[src/rtl/rf_param_if.sv]
// Register-file port bundle: two read ports, one write port, bulk-clear control and a debug tap.
// The master drives addresses, write data and control; the slave returns read data and status.
interface rf_param_if #(
    parameter int unsigned DATA_W = 32,
    parameter int unsigned ADDR_W = 5,
    parameter int unsigned DBG_W  = 16
) ();

    logic [ADDR_W-1:0] rs;
    logic [ADDR_W-1:0] rt;
    logic [DATA_W-1:0] rs_data;
    logic [DATA_W-1:0] rt_data;
    logic              we;
    logic [ADDR_W-1:0] waddr;
    logic [DATA_W-1:0] wdata;
    logic              clr_req;
    logic              busy;
    logic [ADDR_W-1:0] dbg_index;
    logic [DBG_W-1:0]  dbg_data;

    modport master (
        output rs,
        output rt,
        output we,
        output waddr,
        output wdata,
        output clr_req,
        output dbg_index,
        input  rs_data,
        input  rt_data,
        input  busy,
        input  dbg_data
    );

    modport slave (
        input  rs,
        input  rt,
        input  we,
        input  waddr,
        input  wdata,
        input  clr_req,
        input  dbg_index,
        output rs_data,
        output rt_data,
        output busy,
        output dbg_data
    );

endinterface

[src/rtl/rf_param.sv]
// Parametrised single-write, dual-read register file with registered reads, write-to-read
// bypass, optional hard-wired-zero entry 0, a bulk-clear sequencer and a combinational debug tap.
module rf_param #(
    parameter int unsigned DATA_W  = 32,
    parameter int unsigned ADDR_W  = 5,
    parameter bit          ZERO_R0 = 1'b1,
    parameter int unsigned DBG_W   = 16
) (
    input logic      clk,
    input logic      rst_n,
    rf_param_if.slave bus
);

    localparam int unsigned DEPTH = 2 ** ADDR_W;

    typedef enum logic {
        StIdle,
        StClear
    } state_e;

    logic [DATA_W-1:0] r_mem [DEPTH];
    logic [DATA_W-1:0] r_rs_data;
    logic [DATA_W-1:0] r_rt_data;
    state_e            r_state;
    state_e            w_state_d;
    logic [ADDR_W-1:0] r_ptr;
    logic [ADDR_W-1:0] w_ptr_d;

    logic              w_clearing;
    logic              w_wr_commit;
    logic [DATA_W-1:0] w_rs_data_d;
    logic [DATA_W-1:0] w_rt_data_d;
    logic [DATA_W-1:0] w_dbg_entry;

    assign w_clearing  = (r_state == StClear);
    // Writes only land while idle; a write to entry 0 is dropped when it is hard-wired to zero.
    assign w_wr_commit = bus.we && !w_clearing && !(ZERO_R0 && (bus.waddr == '0));

    // Next read value for one port: zero entry, then same-edge bypass, then the entry being
    // cleared at this edge, then the stored contents.
    function automatic logic [DATA_W-1:0] read_next(input logic [ADDR_W-1:0] addr);
        logic [DATA_W-1:0] val;
        if (ZERO_R0 && (addr == '0)) begin
            val = '0;
        end else if (w_wr_commit && (bus.waddr == addr)) begin
            val = bus.wdata;
        end else if (w_clearing && (r_ptr == addr)) begin
            val = '0;
        end else begin
            val = r_mem[addr];
        end
        return val;
    endfunction

    // Clear-sequencer next state and pointer.
    always_comb begin
        w_state_d = r_state;
        w_ptr_d   = r_ptr;
        unique case (r_state)
            StIdle: begin
                if (bus.clr_req) begin
                    w_state_d = StClear;
                    w_ptr_d   = '0;
                end
            end
            StClear: begin
                // Pointer wraps to 0 on the edge that clears the last entry.
                w_ptr_d = r_ptr + 1'b1;
                if (r_ptr == {ADDR_W{1'b1}}) begin
                    w_state_d = StIdle;
                end
            end
        endcase
    end

    // Clear-sequencer state register.
    always_ff @(posedge clk or negedge rst_n) begin
        if (!rst_n) begin
            r_state <= StIdle;
            r_ptr   <= '0;
        end else begin
            r_state <= w_state_d;
            r_ptr   <= w_ptr_d;
        end
    end

    // Storage array: one write per edge, or one cleared entry per edge while clearing.
    always_ff @(posedge clk or negedge rst_n) begin
        if (!rst_n) begin
            for (int i = 0; i < DEPTH; i++) begin
                r_mem[i] <= '0;
            end
        end else if (w_clearing) begin
            r_mem[r_ptr] <= '0;
        end else if (w_wr_commit) begin
            r_mem[bus.waddr] <= bus.wdata;
        end
    end

    // Read-port next values.
    always_comb begin
        w_rs_data_d = read_next(bus.rs);
        w_rt_data_d = read_next(bus.rt);
    end

    // Registered read ports.
    always_ff @(posedge clk or negedge rst_n) begin
        if (!rst_n) begin
            r_rs_data <= '0;
            r_rt_data <= '0;
        end else begin
            r_rs_data <= w_rs_data_d;
            r_rt_data <= w_rt_data_d;
        end
    end

    // Debug tap: raw array view, no bypass.
    always_comb begin
        w_dbg_entry = r_mem[bus.dbg_index];
        if (ZERO_R0 && (bus.dbg_index == '0)) begin
            w_dbg_entry = '0;
        end
    end

    assign bus.rs_data  = r_rs_data;
    assign bus.rt_data  = r_rt_data;
    assign bus.busy     = w_clearing;
    assign bus.dbg_data = w_dbg_entry[DBG_W-1:0];

endmodule

[src/flat_wrapper.sv]
// flat-port wrapper written by rule: the top's interface ports become plain ports
module rf_param_flat 
#(
    parameter int unsigned DATA_W  = 32,
    parameter int unsigned ADDR_W  = 5,
    parameter bit          ZERO_R0 = 1'b1,
    parameter int unsigned DBG_W   = 16
)
  (clk, rst_n, bus_rs, bus_rt, bus_we, bus_waddr, bus_wdata, bus_clr_req, bus_dbg_index, bus_rs_data, bus_rt_data, bus_busy, bus_dbg_data);
  rf_param_if #(.DATA_W(DATA_W), .ADDR_W(ADDR_W), .DBG_W(DBG_W)) bus_i ();
  input logic clk;
  input logic rst_n;
  input wire logic [$bits(bus_i.rs)-1:0] bus_rs;
  input wire logic [$bits(bus_i.rt)-1:0] bus_rt;
  input wire logic [$bits(bus_i.we)-1:0] bus_we;
  input wire logic [$bits(bus_i.waddr)-1:0] bus_waddr;
  input wire logic [$bits(bus_i.wdata)-1:0] bus_wdata;
  input wire logic [$bits(bus_i.clr_req)-1:0] bus_clr_req;
  input wire logic [$bits(bus_i.dbg_index)-1:0] bus_dbg_index;
  output wire logic [$bits(bus_i.rs_data)-1:0] bus_rs_data;
  output wire logic [$bits(bus_i.rt_data)-1:0] bus_rt_data;
  output wire logic [$bits(bus_i.busy)-1:0] bus_busy;
  output wire logic [$bits(bus_i.dbg_data)-1:0] bus_dbg_data;
  assign bus_i.rs = bus_rs;
  assign bus_i.rt = bus_rt;
  assign bus_i.we = bus_we;
  assign bus_i.waddr = bus_waddr;
  assign bus_i.wdata = bus_wdata;
  assign bus_i.clr_req = bus_clr_req;
  assign bus_i.dbg_index = bus_dbg_index;
  assign bus_rs_data = bus_i.rs_data;
  assign bus_rt_data = bus_i.rt_data;
  assign bus_busy = bus_i.busy;
  assign bus_dbg_data = bus_i.dbg_data;
  rf_param #(.DATA_W(DATA_W), .ADDR_W(ADDR_W), .ZERO_R0(ZERO_R0), .DBG_W(DBG_W)) u_core (.clk(clk), .rst_n(rst_n), .bus(bus_i));
endmodule
[config.mk]
export PLATFORM = sky130hd
export DESIGN_NAME = rf_param_flat
export DESIGN_NICKNAME = d
export VERILOG_FILES = /design/src/rtl/rf_param_if.sv /design/src/rtl/rf_param.sv /design/src/flat_wrapper.sv
export SDC_FILE = /design/constraint.sdc
export NUM_CORES = 2
export LEC_CHECK = 0
export BUFFER_PORTS_ARGS = -buffer_cell sky130_fd_sc_hd__buf_2
export CORE_ASPECT_RATIO = 1.1
export CORE_MARGIN = 2
export CORE_UTILIZATION = 51
export DETAILED_ROUTE_END_ITERATION = 12
export GPL_TIMING_DRIVEN = 0
export HOLD_SLACK_MARGIN = 0.12
export PLACE_DENSITY_LB_ADDON = 0.25
export SYNTH_ARGS = -nofsm -noshare
export SYNTH_HDL_FRONTEND = slang
export SYNTH_SLANG_ARGS = --single-unit
[constraint.sdc]
create_clock -name clk -period 7.1 [get_ports clk]
set_input_delay 1.42 -clock clk [delete_from_list [all_inputs] [get_ports clk]]
set_output_delay 1.42 -clock clk [all_outputs]
set_load 0.01 [all_outputs]
# Word-level counts from Yosys, hierarchy flattened
# Cells that the tools add are included.
dict set report totals {
  in_bits 56
  elab_cells 101
  output_inout_bits 81
  register_bits 1094
}
dict set report op_classes {
  n_reduce_logical 15
  muxes 28
  n_addsub 1
  n_bitwise 8
  order_cmp 7
  eq_ne 6
}
# op n
set ops {}
lappend ops {{$mux W1024} 2}
lappend ops {{$and A1024 B1024 Y1024} 1}
lappend ops {{$bwmux W1024} 1}
lappend ops {{$not A1024 Y1024} 1}
lappend ops {{$bmux W32 S5} 3}
lappend ops {{$mux W32} 12}
lappend ops {{$demux W32 S5} 2}
lappend ops {{$mux W16} 3}
lappend ops {{$ge A6 B6 Y1 const B} 5}
lappend ops {{$not A5 Y6} 5}
lappend ops {{$eq A5 B5 Y1} 4}
lappend ops {{$logic_not A5 Y1} 4}
lappend ops {{$lt A6 B1 Y1 const B} 2}
lappend ops {{$pmux W5 S2} 1}
lappend ops {{$logic_and A1 B1 Y1} 8}
lappend ops {{$add A5 B1 Y5 const B} 1}
lappend ops {{$eq A5 B5 Y1 const B} 1}
lappend ops {{$mux W5} 1}
lappend ops {{$logic_not A1 Y1} 2}
lappend ops {{$mux W1} 2}
lappend ops {{$ne A2 B2 Y1 const B} 1}
lappend ops {{$pmux W1 S2} 1}
lappend ops {{$reduce_bool A2 Y1} 1}
lappend ops {{$not A1 Y1} 1}

# Longest topological paths before layout
dict set report depth {
  depth_word 8
  mapped_depth 8
  depth_no_buf 5
}

# Worst setup path after synthesis
# OpenSTA, ideal clock, no wires.
dict set report synth_path {
  kind {in2out}
  startpoint {input bus_dbg_index[0]}
  endpoint {output bus_dbg_data[10]}
  setup_slack_ns 2.596
  n_path_buf 2
  t_arrival_ns 3.084
  stages 6
  required_ns 5.680
  path_cell_list {clkbuf_1 -> buf_2 -> mux4_2 -> mux4_2 -> nand2_1 -> o21ai_1}
}
dict set report synth_via {
  elab_chain_len 5
}
# element line
set synth_lines {}
lappend synth_lines {{start: declaration} flat_wrapper.sv:19} ;# input wire logic [$bits(bus_i.dbg_index)-1:0] bus_dbg_index;
lappend synth_lines {{$not A5 Y6 (implied by the code)} rf_param.sv:119} ;# w_dbg_entry = r_mem[bus.dbg_index];
lappend synth_lines {{$bmux W32 S5} rf_param.sv:119}
lappend synth_lines {{$mux W16 (implied by the code) (2 in a row)} rf_param.sv:119}
lappend synth_lines {{$mux W16 (*)} rf_param.sv:120} ;# if (ZERO_R0 && (bus.dbg_index == '0)) begin
lappend synth_lines {{end: declaration} flat_wrapper.sv:23} ;# output wire logic [$bits(bus_i.dbg_data)-1:0] bus_dbg_data;
# Every way passes the cells marked *; elsewhere a longest branch is shown, timed or not. The select of a mux whose other input is x is not followed.

# Worst setup path after layout
dict set report layout_path {
  startpoint {input bus_dbg_index[1]}
  endpoint {output bus_dbg_data[13]}
}
# The elaborated chain is that of the path after synthesis.

==> flow_summary.toml <==
[status]
status = "finished with violations"
violations = "max-capacitance violations, max-slew violations"

[finish]
layout.nets = 4455
drive_gt1_frac = 0.253
final_cells = 6027
area_growth_pct = 11.5

[critical_path]
start_kind = "input pin"
cp_cell_sequence = "buf_2 -> clkbuf_1 -> clkbuf_1 -> mux4_2 -> mux4_2 -> nand2_1 -> o21ai_1 -> buf_2"
cpPeakStageDelay_ps = 950
crit_required_ps = 5680
cp.arrival_ps = 4710
crit_fanout = 10
crit_slowest_cell = "clkbuf_1"
path_buf_inv = 4
crit_type = "input pin to output port"
worst_path_dominant_cell_family = "buffers and inverters"
endpoint_kind = "output port"

[logic_synthesis]
yosysWarnings = 0
synth_ff_type = "dfrtp_1"
synth_top_area_frac = 0.463
yosysSeqAreaShare = 0.463
synth_nets = 4234
syn_area_per_cell_um2 = 14.2
syn_inst = 4173
syn_area_mm2 = 0.0591
synth_seq_cells = 1094
synth_top_cell_by_area = "dfrtp_1"
synth-edff-count = 0
synth.most_common_cell = "dfrtp_1"
async_flop_share = 1.00
ys_types = 55
synth_common_cells = "dfrtp_1 (1094), a22o_1 (992), mux4_2 (640)"
synthTopCellsByArea = "dfrtp_1 (46%), mux4_2 (24%), a22o_1 (15%)"

[sta]
worst_pin_slew_ps = 1710
period_minus_slack_ps = 6130
holdWs_ps = 515
final.setup_skew_ps = 42.0
finalSetupViolations = 0
fin_crit_sh = 0.863
max_slew_margin = -0.139
clock.fmax_mhz = 163
slew_viol_final = 54
rsz0062_at_grt = "no"
finalSetupTns_ps = 0
finalHoldViolCount = 0

[hold_path]
min_path_type = "register to register"

[route]
firstDrtPassIters = 8
drt-total-wl_um = 255000
wl_per_cell_um = 42.3
drt_iter0_drc = 7994
route.detailed.drc = 0
postRouteAntennaNets = 0
vias = 48300
viasPerCell = 8.01

[placement]
gp_congestion = 1.04
hpwlAfterDp_um = 179000
dp.cells = 5793
io_buffer_count = 93

[clocking]
post-cts-setup-buffer-count = 0
clock-sinks = 1094
clk_pin_slew_ps = 70
cts.htree.levels = 3
cts_resized = 0
cts_tree = "done"
cts_hold_buffers = 0
cts_root_buf = "clkbuf_16"
cts_buffers = 116
cts_buffer_depth = 3
clk_latency_ps = 770

[floorplan]
die_h_um = 361
placeableCoreArea_mm2 = 0.115
io_pins = 137
die_area_mm2 = 0.119
start_util = 0.516
rows = 130
die_w_um = 329

[grt]
grt_pass1_wl_um = 360000
grt_usage = 0.430
antenna_found_initial = 36
grt_max_degree = 172
grt_overflow = 0
grt_pass1_vias = 46800

[power]
irDropWorstVdd_v = 0.000261
power_uw = 17600
leakage_uw = 0.0285
p_per_area_mw_per_mm2 = 267

[run]
max_cap_violations = 12
==> power breakdown <==
group | internal, uW | switching, uW
Combinational | 1380 | 2170
Sequential | 6800 | 579
Clock | 3860 | 2780
==> logic make-up (layout without fill, tap and decap cells) <==
group                    Yosys count  count (layout)  synth area share
other                              0              14                 0
XOR/XNOR                          22              22           0.00326
multiplexers                     804             804             0.272
adder cells (fa/ha/maj)            5               5           0.00106
AND/OR/NAND/NOR                  285             285            0.0251
AO/OA/AOI/OAI                   1366            1366             0.192
buffers and inverters            597             919            0.0432
flip-flops                      1094            1094             0.463
==> cells in the final DEF, fill, tap and decap left out, types with 31 or more instances in the layout <==
master     instances
dfrtp_1         1094
a22o_1           992
mux4_2           640
clkbuf_1         373
buf_2            235
mux2i_1          163
clkbuf_16        119
and2_1            67
nand2_1           66
o22ai_1           62
nor2_1            60
a21oi_1           55
buf_1             51
o21ai_1           47
nand4_1           33
o211ai_1          32
a221oi_1          32
a221o_1           32
o22a_1            31
o221ai_1          31
a22oi_1           31
clkbuf_8          31
==> path summary, 6_finish.rpt <==
check	slack [ps]	endpoint	cells past startpoint	startpoint
setup / recovery	970	bus_dbg_data[13]	8	bus_dbg_index[1]
max in group asynchronous	4240	u_core.r_mem[205]	4	rst_n
hold / removal	520	u_core.r_mem[1023]	1	u_core.r_mem[1023]
hold reg to reg	520	u_core.r_mem[1023]	1	u_core.r_mem[1023]
min in group asynchronous	810	u_core.r_mem[871]	2	rst_n
setup reg to reg	2900	u_core.r_mem[73]	7	u_core.bus.busy
==> flip-flops by register name, indices dropped and copies added, names as in the netlist <==
register            flops
u_core.bus.busy         1
u_core.r_ptr            5
u_core.bus.rs_data     32
u_core.bus.rt_data     32
u_core.r_mem         1024
==> area by class of cell <==
class | instances | area, um^2
Antenna cell | 14 | 35.0
Clock inverter | 51 | 637
Buffer | 574 | 2470
Sequential cell | 1094 | 27400
Inverter | 23 | 86.3
Clock buffer | 168 | 3470
Tap cell | 1518 | 1900
Timing Repair Buffer | 103 | 701
Fill cell | 9303 | 48600
Multi-Input combinational cell | 2482 | 29200
==> metal layers <==
metal / track usage / vias up / share of wire
li1: - / 17600 / -
met1: 0.549 / 24900 / 0.34
met2: 0.584 / 4635 / 0.41
met3: 0.195 / 1102 / 0.16
met4: 0.294 / 42 / 0.089
met5: 0 / - / 0.0011
==> per-stage QoR <==
stage | util | area, um^2 | setup slack, ps
5_1_grt | 0.575 | 65800 | 1090
2_1_floorplan | - | 59100 | 2600
3_3_place_gp | 0.537 | 61500 | -19350
6_report | 0.575 | 65900 | 971
4_1_cts | 0.575 | 65800 | 1220
3_5_place_dp | 0.539 | 61700 | 1220
No activity file was read; power rests on OpenSTA's default activity.
